===== src/rtl/alu_arbiter.sv =====
// Round-robin arbiter/sequencer for the shared registered ALU: two valid/ready
// request ports in, operands out to the ALU, captured result back to the owner.
module alu_arbiter (
  input  logic        clk,
  input  logic        rst_n,
  input  logic        req0_valid,
  input  logic        req1_valid,
  output logic        req0_ready,
  output logic        req1_ready,
  input  logic [31:0] req0_src1,
  input  logic [31:0] req0_src2,
  input  logic [31:0] req1_src1,
  input  logic [31:0] req1_src2,
  input  logic [3:0]  req0_ctrl,
  input  logic [3:0]  req1_ctrl,
  output logic        resp0_valid,
  output logic        resp1_valid,
  input  logic        resp0_ready,
  input  logic        resp1_ready,
  output logic [31:0] resp_result,
  output logic        resp_zero,
  output logic        resp_cout,
  output logic        resp_overflow,
  output logic [31:0] alu_src1,
  output logic [31:0] alu_src2,
  output logic [3:0]  alu_ctrl,
  input  logic [31:0] alu_result,
  input  logic        alu_zero,
  input  logic        alu_cout,
  input  logic        alu_overflow,
  output logic        busy,
  output logic [15:0] ops_done
);

  typedef enum logic [1:0] {IDLE, EXEC, CAPT, RESP} state_t;

  typedef struct packed {
    logic [31:0] src1;
    logic [31:0] src2;
    logic [3:0]  ctrl;
  } op_t;

  typedef struct packed {
    logic [31:0] result;
    logic        zero;
    logic        cout;
    logic        ovf;
  } rsp_t;

  state_t          state_q, state_d;
  logic            prio_q, prio_d;
  logic            owner_q, owner_d;
  op_t             op_q, op_d;
  rsp_t            rsp_q, rsp_d;
  logic [1:0]      rvld_q, rvld_d;
  logic [15:0]     ops_q, ops_d;
  op_t [1:0]       req_op;
  logic [1:0]      resp_rdy;
  logic            grant, gnt_vld;

  assign req_op[0] = {req0_src1, req0_src2, req0_ctrl};
  assign req_op[1] = {req1_src1, req1_src2, req1_ctrl};
  assign resp_rdy  = {resp1_ready, resp0_ready};

  // Contention goes to prio; otherwise whichever single requester is valid.
  assign grant   = (req0_valid && req1_valid) ? prio_q : req1_valid;
  assign gnt_vld = req0_valid || req1_valid;

  always_comb begin
    state_d    = state_q;
    prio_d     = prio_q;
    owner_d    = owner_q;
    op_d       = op_q;
    rsp_d      = rsp_q;
    rvld_d     = rvld_q;
    ops_d      = ops_q;
    req0_ready = 1'b0;
    req1_ready = 1'b0;
    case (state_q)
      IDLE: begin
        req0_ready = rst_n && req0_valid && !grant;
        req1_ready = rst_n && req1_valid && grant;
        if (gnt_vld) begin
          op_d    = req_op[grant];
          owner_d = grant;
          state_d = EXEC;
        end
      end
      EXEC: state_d = CAPT;
      CAPT: begin
        rsp_d           = {alu_result, alu_zero, alu_cout, alu_overflow};
        rvld_d[owner_q] = 1'b1;
        state_d         = RESP;
      end
      RESP: begin
        if (resp_rdy[owner_q]) begin
          rvld_d  = '0;
          prio_d  = ~owner_q;
          ops_d   = ops_q + 16'd1;
          state_d = IDLE;
        end
      end
      default: state_d = IDLE;
    endcase
  end

  always_ff @(posedge clk or negedge rst_n) begin
    if (!rst_n) begin
      state_q <= IDLE;
      prio_q  <= 1'b0;
      owner_q <= 1'b0;
      op_q    <= '0;
      rsp_q   <= '0;
      rvld_q  <= '0;
      ops_q   <= '0;
    end else begin
      state_q <= state_d;
      prio_q  <= prio_d;
      owner_q <= owner_d;
      op_q    <= op_d;
      rsp_q   <= rsp_d;
      rvld_q  <= rvld_d;
      ops_q   <= ops_d;
    end
  end

  assign alu_src1      = op_q.src1;
  assign alu_src2      = op_q.src2;
  assign alu_ctrl      = op_q.ctrl;
  assign resp_result   = rsp_q.result;
  assign resp_zero     = rsp_q.zero;
  assign resp_cout     = rsp_q.cout;
  assign resp_overflow = rsp_q.ovf;
  assign resp0_valid   = rvld_q[0];
  assign resp1_valid   = rvld_q[1];
  assign busy          = (state_q != IDLE);
  assign ops_done      = ops_q;

endmodule


===== config.mk =====
export PLATFORM = sky130hd
export DESIGN_NAME = alu_arbiter
export DESIGN_NICKNAME = d
export VERILOG_FILES = /design/src/rtl/alu_arbiter.sv
export SDC_FILE = /design/constraint.sdc
export NUM_CORES = 1
export LEC_CHECK = 0
export BUFFER_PORTS_ARGS = -buffer_cell sky130_fd_sc_hd__buf_2
export CAP_MARGIN = 20
export CORE_ASPECT_RATIO = 0.75
export CORE_MARGIN = 1
export CORE_UTILIZATION = 45
export DETAILED_ROUTE_END_ITERATION = 10
export PLACE_DENSITY = 0.81
export REMOVE_ABC_BUFFERS = 1
export SLEW_MARGIN = 20
export SYNTH_ARGS = -nofsm -noshare
export SYNTH_HDL_FRONTEND = slang
export SYNTH_SLANG_ARGS = --single-unit

===== constraint.sdc =====
create_clock -name clk -period 5.1 [get_ports clk]
set_input_delay 0.255 -clock clk [delete_from_list [all_inputs] [get_ports clk]]
set_output_delay 0.255 -clock clk [all_outputs]
set_load 0.02 [all_outputs]

==> results.py <==
metrics = {
    "status": {
        "status": "complete, no violations",
    },
    "sta": {
        "finalCritPeriodShare_pct": 47.0,
        "setup_viol": 0,
        "hold_violations": 0,
        "period_minus_slack_ps": 2400,
        "max_freq_ghz": 0.417,
        "slew_violations": 0,
        "fin_setup_tns_ps": 0,
        "timing_worst_slew_pin_value_ps": 918,
        "skew_ps": 8.88,
        "rsz0062_at_grt": "no",
        "relSlewSlack_pct": 38.8,
    },
    "pwr": {
        "p_sw_w": 0.00197,
        "leakage_nw": 4.09,
        "power_density_nw_per_um2": 635,
        "swShare_pct": 40.5,
        "power_frac_comb_pct": 41.3,
        "finalPower_w": 0.00486,
        "power.clock.fraction_pct": 23.7,
        "sequentialPowerShare_pct": 35.0,
        "peakVddDrop_uv": 354,
        "p_int_w": 0.00289,
    },
    "yosys": {
        "ys_async_sr_fraction_pct": 100,
        "synth.yosys.seq_area_share_pct": 57.9,
        "synth.area.top_cells": "dfrtp_1 58%, mux2i_1 13%, mux2_2 7.9%",
        "synth_cells": 465,
        "yosys.area.top_type": "dfrtp_1",
        "synth-edff-count": 0,
        "ys_warn_count": 0,
        "synth_area_per_cell_sq_um": 11.6,
        "synth_top_area_share_pct": 57.9,
        "synth_cell_type_count": 26,
        "netlist_area_sq_um": 5410,
        "yosysMostFrequentCell": "dfrtp_1",
        "synth_seq_cells": 125,
        "yosys_most_used_dff": "dfrtp_1",
        "synthTopCellsByCount": "125 x dfrtp_1, 78 x nand2_1, 71 x o21ai_0, 69 x mux2i_1, 38 x mux2_2",
    },
    "floorplanning": {
        "core_sq_um": 11700,
        "num_rows": 34,
        "die_y_microns": 96.9,
        "die_w_microns": 129,
        "die-area_sq_um": 12500,
        "initial_utilization_pct": 46.4,
        "ios": 301,
    },
    "route": {
        "wl_microns": 14700,
        "ant_nets": 0,
        "drt_iter0_drc": 199,
        "vias": 4582,
        "drtPass1Iterations": 4,
        "viasPerCell": 4.88,
        "wl_per_cell_microns": 15.6,
        "drc": 0,
    },
    "global_route": {
        "grt_pass1_vias": 4761,
        "grt_overflow": 0,
        "grt_pass1_wl_microns": 23200,
        "track_usage_pct": 24.2,
        "grt_antenna_before_repair": 3,
        "grt_max_degree": 138,
    },
    "setup_path": {
        "cp.required_ps": 5330,
        "crit_arrival_ps": 2630,
        "reg2reg_from": "prio_q",
        "endpoint": "alu_src2[13]",
        "path_max_fanout": 53,
        "rr_worst_depth": 4,
        "worstSetupEndpointType": "register",
        "crit_type": "register to register",
        "r2r_slack_ps": 2700,
        "timing.rr.end": "alu_src2[13]",
        "startpoint": "prio_q",
        "crit_path_start_kind": "register",
    },
    "cts": {
        "cts_sinks": 125,
        "post_cts.repair.setup_buffers": 0,
        "htreeDepth": 4,
        "cts-buffers-inserted": 17,
        "cts_buffer_depth": 2,
        "cts_tree": "yes",
        "root_buffer": "clkbuf_16",
        "clock_latency_ps": 400,
        "clk_pin_slew_worst_paths_ps": 60,
    },
    "cells_and_area": {
        "drive_gt1_share_pct": 48.8,
        "fillCellCount": 959,
        "fin_area_sq_um": 7650,
        "nNetsFinal": 943,
        "area_growth_pct": 41.4,
    },
    "place": {
        "place_area_sq_um": 7050,
        "io_buffer_count": 300,
        "gp_congestion": 0.838,
        "hpwl_microns": 10900,
    },
    "flow_run": {
        "cap_violations": 0,
    },
    "hold_path": {
        "hold_path.class": "input pin to register",
    },
}
==> metrics by stage <==
stage | hold slack, ps | setup slack [ps] | cells | util [%]
CTS | 67.7 | 2710 | 937 | 65.5
detailed placement | 401 | 2650 | 904 | 60.5
finish | 83.6 | 2700 | 939 | 65.6
floorplan | -40.6 | -3560 | 438 | -
global route | 62.0 | 2530 | 939 | 65.6
global placement | 376 | 2790 | 904 | 60.5
==> cell usage in the layout (no fill, tap or decap), types with 6 or more instances in the layout <==
cell type	n
nand2_1	78
nor2_1	8
o21ai_0	70
clkbuf_16	17
mux2i_1	69
inv_1	8
xnor2_1	11
dfrtp_1	125
buf_2	299
nand4_1	6
mux2_2	38
==> power by group through the flow <==
stage          Sequential [W]  Clock [W]  Combinational [W]
2_1_floorplan         0.00222          0           0.000824
3_5_place_dp          0.00171          0            0.00203
5_1_grt               0.00176    0.00122            0.00218
6_report              0.00170    0.00115            0.00201
4_1_cts               0.00170    0.00117            0.00202
3_3_place_gp          0.00168          0            0.00196
==> logic make-up (layout without fill, tap and decap cells) <==
logic type / after synthesis / count (layout) / synth area share [%]
flops: 125 / 125 / 57.9
compound gates: 78 / 78 / 7.41
simple gates: 101 / 101 / 8.08
buf+inv: 35 / 345 / 2.62
mux: 107 / 107 / 20.7
fa+ha+maj: 4 / 4 / 0.926
xor+xnor: 15 / 15 / 2.43
other cells: 0 / 2 / 0
==> sequential cells by signal, indices dropped and copies added, names as in the netlist, 2 cells and up <==
name,count
alu_src2,32
state_q,2
alu_src1,32
alu_ctrl,4
ops_done,16
rvld_q,2
resp_result,32
==> routing by layer <==
layer	vias to the layer above	GRT usage (%)	share of wire (%)
met1	2169	25.7	39
met3	23	9.90	9.1
met5	-	0	0.089
met4	2	8.42	1.5
met2	179	43.0	51
li1	2209	-	-
==> critical path, cell delays in order, from the launching register on <==
cell and delay, ps:
dfrtp_1 440, o21ai_4 550, buf_4 780, mux2i_1 250, o21ai_0 110
==> worst min path at each step <==
stage / startpoint / to / slack, ps / cells after the start
detailed placement: rst_n / resp_result[11] / 400 / 1
global placement: rst_n / resp_result[11] / 380 / 1
CTS: alu_result[20] / resp_result[20] / 70 / 2
global route: alu_result[7] / resp_result[7] / 60 / 2
finish: alu_result[20] / resp_result[20] / 80 / 2
floorplan: rst_n / alu_ctrl[0] / -40 / 0
==> layout make-up <==
class / instances / area [sq um] / area share [%]
flip-flops and latches: 125 / 3130 / 40.9
clock buffers: 18 / 439 / 5.74
well taps: 162 / 203 / 2.65
diodes: 2 / 5.00 / 0.0654
clock inverters: 14 / 135 / 1.77
multi-input cells: 305 / 2160 / 28.2
repair buffers: 305 / 1550 / 20.2
inverters: 8 / 30.0 / 0.393
==> timing repair <==
action	4_1_cts	5_1_grt
hold buffers	1	0
gates resized for setup	0	0
endpoints found under the hold margin	61	0
Note: power is estimated with default switching activity, not from simulation.
